`src/rtl/mem_arbiter.sv`:
```
// mem_arbiter: two-requester round-robin arbiter in front of a single-port memory.
// Each request is held until its ready strobe. A per-transaction watchdog
// ends a hung access with an error response.
//
// Ports:
//   clk, reset             clock; asynchronous active-high reset
//   rN_req_i/rnw_i         requester N request and read(1)/write(0) select
//   rN_addr_i/wdata_i      requester N word address and write data
//   rN_ready_o             requester N one-cycle completion strobe
//   rN_rdata_o/err_o       read data / timeout flag, valid with rN_ready_o
//   mem_req_o/rnw_o        memory request and read/write select
//   mem_addr_o/wdata_o     memory address and write data
//   mem_ready_i/rdata_i    memory completion and read data
module mem_arbiter #(
  parameter int unsigned ADDR_W  = 10,
  parameter int unsigned DATA_W  = 32,
  parameter int unsigned TIMEOUT = 255
) (
  input  logic              clk,
  input  logic              reset,
  input  logic              r0_req_i,
  input  logic              r0_rnw_i,
  input  logic [ADDR_W-1:0] r0_addr_i,
  input  logic [DATA_W-1:0] r0_wdata_i,
  output logic              r0_ready_o,
  output logic [DATA_W-1:0] r0_rdata_o,
  output logic              r0_err_o,
  input  logic              r1_req_i,
  input  logic              r1_rnw_i,
  input  logic [ADDR_W-1:0] r1_addr_i,
  input  logic [DATA_W-1:0] r1_wdata_i,
  output logic              r1_ready_o,
  output logic [DATA_W-1:0] r1_rdata_o,
  output logic              r1_err_o,
  output logic              mem_req_o,
  output logic              mem_rnw_o,
  output logic [ADDR_W-1:0] mem_addr_o,
  output logic [DATA_W-1:0] mem_wdata_o,
  input  logic              mem_ready_i,
  input  logic [DATA_W-1:0] mem_rdata_i
);

  localparam int unsigned     CntW   = $clog2(TIMEOUT + 1);
  localparam logic [CntW-1:0] CntMax = CntW'(TIMEOUT);

  typedef enum logic [0:0] {StIdle, StBusy} state_e;

  state_e          state_q, state_d;
  logic            gnt_q, gnt_d;
  logic            last_q, last_d;
  logic [CntW-1:0] cnt_q, cnt_d;

  logic busy;
  logic gnt_req;
  logic tmo;
  logic done;
  logic expire;
  logic resp;

  // Datapath and response steering.
  always_comb begin
    busy    = (state_q == StBusy);
    gnt_req = gnt_q ? r1_req_i : r0_req_i;
    tmo     = (cnt_q == CntMax) & ~mem_ready_i;
    // A requester dropping its request pulls mem_req_o down in the same cycle.
    mem_req_o = busy & gnt_req & ~tmo;
    done      = mem_req_o & mem_ready_i;
    expire    = busy & tmo & gnt_req;
    resp      = done | expire;

    mem_rnw_o   = 1'b0;
    mem_addr_o  = '0;
    mem_wdata_o = '0;
    if (busy) begin
      mem_rnw_o   = gnt_q ? r1_rnw_i   : r0_rnw_i;
      mem_addr_o  = gnt_q ? r1_addr_i  : r0_addr_i;
      mem_wdata_o = gnt_q ? r1_wdata_i : r0_wdata_i;
    end

    r0_ready_o = 1'b0;
    r0_rdata_o = '0;
    r0_err_o   = 1'b0;
    r1_ready_o = 1'b0;
    r1_rdata_o = '0;
    r1_err_o   = 1'b0;
    if (resp) begin
      if (gnt_q) begin
        r1_ready_o = 1'b1;
        r1_rdata_o = done ? mem_rdata_i : '0;
        r1_err_o   = expire;
      end else begin
        r0_ready_o = 1'b1;
        r0_rdata_o = done ? mem_rdata_i : '0;
        r0_err_o   = expire;
      end
    end
  end

  // Next-state logic.
  always_comb begin
    state_d = state_q;
    gnt_d   = gnt_q;
    last_d  = last_q;
    cnt_d   = cnt_q;
    unique case (state_q)
      StIdle: begin
        if (r0_req_i | r1_req_i) begin
          // On contention the requester not served last wins.
          gnt_d   = (r0_req_i & r1_req_i) ? ~last_q : r1_req_i;
          cnt_d   = '0;
          state_d = StBusy;
        end
      end
      StBusy: begin
        if (!gnt_req) begin
          // Abandoned access: no response, fairness history untouched.
          state_d = StIdle;
        end else if (resp) begin
          last_d  = gnt_q;
          state_d = StIdle;
        end else if (cnt_q != CntMax) begin
          cnt_d = cnt_q + 1'b1;
        end
      end
      default: state_d = StIdle;
    endcase
  end

  always_ff @(posedge clk or posedge reset) begin
    if (reset) begin
      state_q <= StIdle;
      gnt_q   <= 1'b0;
      last_q  <= 1'b1;
      cnt_q   <= '0;
    end else begin
      state_q <= state_d;
      gnt_q   <= gnt_d;
      last_q  <= last_d;
      cnt_q   <= cnt_d;
    end
  end

endmodule

```
`config.mk`:
```
export PLATFORM = sky130hd
export DESIGN_NAME = mem_arbiter
export DESIGN_NICKNAME = d
export VERILOG_FILES = /design/src/rtl/mem_arbiter.sv
export SDC_FILE = /design/constraint.sdc
export NUM_CORES = 1
export LEC_CHECK = 0
export BUFFER_PORTS_ARGS = -buffer_cell sky130_fd_sc_hd__buf_2
export CAP_MARGIN = 20
export CORE_AREA = 2 2 91 93
export DETAILED_ROUTE_END_ITERATION = 8
export DIE_AREA = 0 0 93 95
export PLACE_DENSITY = 0.62
export SLEW_MARGIN = 20
export SYNTH_ARGS = -nofsm -noshare
export SYNTH_HDL_FRONTEND = slang
export SYNTH_SLANG_ARGS = --single-unit
```
`constraint.sdc`:
```
create_clock -name clk -period 1.5 [get_ports clk]
set_input_delay 0.075 -clock clk [delete_from_list [all_inputs] [get_ports clk]]
set_output_delay 0.075 -clock clk [all_outputs]
set_load 0.02 [all_outputs]
```
-- Word-level counts from Yosys, hierarchy flattened
Index checks and enable logic that the tools add are counted.
- bitwise operators: 13
- muxes and demuxes: 30
- add/subtract/negate cells: 1
- equality and inequality tests: 6
- reduce and logical (&&, ||, !) cells: 3
- operators with widths (operator ; number):
    $mux 32 ; 7
    $mux 8 ; 4
    $mux 10 ; 2
    $pmux 8 s2 ; 1
    $mux 1 ; 15
    $add 8x1->8 const B ; 1
    $eq 8x8->1 const B ; 1
    $ne 8x8->1 const B ; 1
    $and 1x1->1 ; 7
    $ne 2x1->1 const B ; 2
    $ne 2x2->1 const B ; 2
    $not 1->1 ; 4
    $reduce_and 4->1 ; 1
    $reduce_and 3->1 ; 1
    $or 1x1->1 ; 2
    $pmux 1 s2 ; 1
    $reduce_and 2->1 ; 1
- flip-flop bits (word level): 11

-- Logic depth before layout (Yosys ltp)
- depth after elaboration: 9
- mapped depth: 5
- gate-level depth less buffers: 5

-- Worst setup path before layout
Ideal clock, no wire load.
- kind: flip-flop to output port
- from: reg cnt_q[0]
- to: out r0_err_o
- buffers on the path: 0
- arrival: 1.377 ns
- path slack: 0.048 ns
- required time: 1.425 ns
- cell stages (with the launch flop): 6
- cell sequence: dfrtp_1 ha_1 nand3_1 nor3_1 nand2_1 nor2_1
- longest elaborated chain between the ends: 7
- ends and longest elaborated chain (item ; line ; RTL):
    from (decl) ; 51 ; logic [CntW-1:0] cnt_q, cnt_d;
    from (signal assigned) ; 139 ; cnt_q <= cnt_d;
    $eq 8x8->1 (*) ; 64 ; tmo = (cnt_q == CntMax) & ~mem_ready_i;
    $and 1x1->1 (*) ; 64 ;
    $not 1->1 ; 66 ; mem_req_o = busy & gnt_req & ~tmo;
    $and 1x1->1 ; 66 ;
    $and 1x1->1 ; 67 ; done = mem_req_o & mem_ready_i;
    $or 1x1->1 ; 69 ; resp = done | expire;
    $mux 1 (*) ; 86 ; if (resp) begin
    to (decl) ; 27 ; output logic r0_err_o,
Mark *: on every way between the ends. The rest lies on a longest branch, timed or not.

-- Worst setup path in the final report
- from: reg gnt_q
- to: out mem_wdata_o[23]
- longest elaborated chain between the ends: 2
- ends and longest elaborated chain (item ; line ; RTL):
    from (decl) ; 49 ; logic gnt_q, gnt_d;
    from (signal assigned) ; 137 ; gnt_q <= gnt_d;
    $mux 32 ; 77 ; mem_wdata_o = gnt_q ? r1_wdata_i : r0_wdata_i;
    $mux 32 ; 74 ; if (busy) begin
    to (decl) ; 38 ; output logic [DATA_W-1:0] mem_wdata_o,
No other way between the ends.

==> flow_results.org <==
** Drt
- The final route contains 2,797 vias.
- After detailed routing, the total wire length is 10,400 microns.
- The first detailed-routing pass ran for 5 iterations.
- Vias per cell :: 4.57
- In this run the remaining antenna-violating nets after routing total 0.
- After detailed routing, the number of remaining DRC violations is 0.
- Routed wire length per instance :: 17.0 microns
- In this run, the number of DRC markers left after iteration 0 of detailed routing was 63.

** Synth
- In the synthesized netlist, the number of instances is 241.
- Number of synthesis warnings :: 0
- After synthesis the cells add up to 0.00170 sq mm.
- After synthesis the netlist holds a flip-flop and latch count of 11.
- Total nets after synthesis :: 365
- Yosys mapped the design onto 27 distinct sky130hd cell types.
- A synthesized cell averages 7.06 sq um.
- For this run, the register share of the synthesized area comes to 0.163.

** Critical path
- The critical path goes through buf_6 > buf_12 > buf_12 > mux2i_1 > nor2_1 > buf_4.
- Critical-path maximum fanout :: 6
- Dominant cell type by count on the critical path :: sky130_fd_sc_hd__buf_12
- Type of element capturing the critical path :: output port
- Startpoint kind of the worst setup timing path :: flop
- Data arrival time of the worst path :: 1550 ps
- Required time of the critical path :: 1420 ps
- For this design, the slowest cell found on the critical path is sky130_fd_sc_hd__dfrtp_2.
- Worst Path Class, Setup :: flop to output port
- Crit-path max cell delay :: 420 ps

** Cells and area
- The number of antenna diodes in the final layout is 0.
- Compared with the post-synthesis result, the final layout area differs by 158%.
- Combined area of the multi-input logic cells :: 0.00161 sq mm
- Fraction of final layout cells sized beyond drive strength 1 :: 0.718
- Number of filler cells placed in the layout :: 686
- The net count of the finished layout is 632.
- Register cell area after layout :: 278 sq um
- For this run, the share of the core covered by cells in the final layout is 0.553.

** Floorplanning
- For this configuration, the core starts out at a cell density of 0.214.
- I/O pin total :: 235
- The region available for standard cell placement spans 0.00793 sq mm.
- The die is 95 microns tall.
- DIE WIDTH :: 93 microns
- The die covers 0.00884 sq mm.
- Core Rows :: 33

** Timing
- RSZ-0062 raised after global routing :: yes
- Of the available clock period, the critical path in the final layout requires 1.08.
- Final hold analysis gives a worst-case slack of 119 ps.
- Final-report max-slew violation count :: 0
- The total count of hold-check failures in the final report was 0.
- Once routing completed, OpenROAD measured the worst setup slack at -127 ps.
- Clock Skew :: 0.829 ps
- Setup violations remaining at the end of the flow were counted as 107.
- For the pin with the worst max-slew slack, the measured transition is 450 ps.
- The smallest clock period supported by the final layout is computed as 1630 ps.
- The worst pin sits at a relative slew slack of 0.699.
- FMAX :: 0.615 GHz

** Global route
- First-pass GRT wire length :: 10,300 microns
- In the global route stage, overall resource usage came out at 0.144.
- Grt total ovfl :: 0
- The initial antenna violation count is 0.
- Pin count of the biggest net entering global routing :: 46
- Via count of the first global-routing pass :: 2,157

** Power
- The share of total power dissipated in combinational logic is 0.860.
- Part of the power in registers :: 0.085
- The internal power of the cells totals 3050 uW.
- IR analysis of the VDD net gives a maximum drop of 770 uV.
- Total power divided by cell area :: 1280 mW/mm^2
- Summed over all nets, the switching power comes to 2540 uW.
- Of the total power, the share spent switching nets is 0.454.
- Static Leakage :: 0.00240 uW
- Clock group share of total power :: 0.056

** Placement
- Timing analysis after detailed placement gives a worst setup slack of -16.7 ps.
- RePlAce Congestion :: 0.756
- Total of buffers placed on input and output ports :: 234
- Detailed placer's ending HPWL :: 6010 microns

** Clocking
- In this run the number of H-tree levels came out at 1.
- The root buffer cell chosen for the clock tree is sky130_fd_sc_hd__clkbuf_8.
- Counting the buffers created by CTS gives 3.
- CTS tree :: built
- Maximum clock path buffer count :: 2
- Clock Latency Late Sink :: 240 ps
- Clock sink count :: 11
- After clock tree synthesis, the clock-pin slew on the worst setup and hold paths is 50 ps.

** Run status
- Result of the run :: complete, but fails checks
- The checks that failed: negative setup slack.

** Run
- Max-cap violations in this run came to 0.

** Min path
- The tightest min-delay check is of the primary input to flop type.
## flip-flops by register name, summed over array words and instances, names as in the netlist
| register | flops |
|---|---|
| cnt_q | 8 |
| busy | 1 |
| gnt_q | 1 |
| last_q | 1 |
## layout make-up
type,count,share of cell area
repair buffers,278,0.525
multi-input cells,208,0.366
flip-flops and latches,11,0.0634
well taps,105,0.0300
clock buffers,4,0.0103
inverters,6,0.00514
## final timing paths
kind / to / slack [ps] / cells after the start / start
max: mem_wdata_o[23] / -130 / 6 / gnt_q
min: gnt_q / 120 / 2 / r0_req_i
max reg2reg: cnt_q[6] / 0 / 6 / cnt_q[1]
min reg2reg: last_q / 500 / 2 / last_q
max in group asynchronous: last_q / 790 / 3 / reset
min in group asynchronous: cnt_q[4] / 370 / 3 / reset
## what timing repair did
item                                    in CTS  in global routing
pin swaps                                    3                 51
endpoints found under the setup margin     114                120
hold buffers                                 1                  0
setup buffers                                1                 15
gates cloned                                 0                 16
resized for setup                           47                222
hold endpoints to repair                    10                  0
## Yosys cell counts (all sizes together)
master	number	share of area
clkbuf	10	0.022
o211ai	1	0.0044
and2	64	0.24
o21ai	3	0.0088
o22ai	1	0.012
buf	7	0.019
nor2	52	0.11
or3	2	0.010
a2bb2oi	1	0.0052
dfrtp	10	0.15
o31a	1	0.0052
ha	1	0.0074
a21oi	3	0.0088
o21bai	1	0.0044
inv	6	0.013
nand2	11	0.024
nor3	4	0.012
o21ba	1	0.0059
nand2b	2	0.0074
mux2i	46	0.27
dfstp	1	0.015
nand3	4	0.012
a41oi	1	0.0052
a31oi	7	0.026
nand4	1	0.0037
## power by group through the flow
stage | registers (uW) | clock network [uW] | logic (uW)
CTS | 467 | 313 | 3150
global route | 485 | 326 | 5070
detailed placement | 465 | 0 | 3060
finish | 473 | 311 | 4810
global placement | 459 | 0 | 3040
floorplan | 464 | 0 | 2030
## placed cells by master (no fill, tap or decap), drive strengths merged
cell type,instances
nand2b,2
and2,64
o21ba,1
a31oi,7
dlygate4sd3,1
a41oi,1
ha,1
o22ai,2
o21bai,1
nand4,1
buf,268
o211ai,1
a2bb2oi,1
a21oi,3
nand2,11
o21ai,3
dfrtp,10
inv,6
dfstp,1
o31a,1
nor2,52
nand3,4
or3,2
clkbuf,13
nor3,4
mux2i,46
## worst max-delay path: cells and delay by family (launching register included)
family        cells  cell delay (ps)
simple gates      1              160
mux               1              110
buf+inv           4              600
flops             1              420
## stage by stage
step	setup TNS, ps	std cells	cell area (sq um)	power, uW
CTS	-4710	581	3270	3930
finish	-7060	612	4380	5590
global route	-12350	612	4380	5880
global placement	0	575	3070	3500
detailed placement	-16.7	575	3070	3530
floorplan	0	241	1700	2500
## logic make-up (layout without fill, tap and decap cells)
| kind of cell | count (synthesis) | count (layout) | share of synthesized area |
|---|---|---|---|
| AOI/OAI and AO/OA | 20 | 21 | 0.0854 |
| adders and majority gates | 1 | 1 | 0.00736 |
| buffers and inverters | 23 | 288 | 0.0545 |
| and+or+nand+nor | 140 | 140 | 0.419 |
| muxes | 46 | 46 | 0.271 |
| DFF | 11 | 11 | 0.163 |
## metal layers
metal / global-route usage / part of all wire
met1: 0.183 / 0.38
met2: 0.254 / 0.55
met4: 0.0294 / 0.0079
met3: 0.0255 / 0.069
met5: 0 / 0
Note: power is estimated with default switching activity, not from simulation.
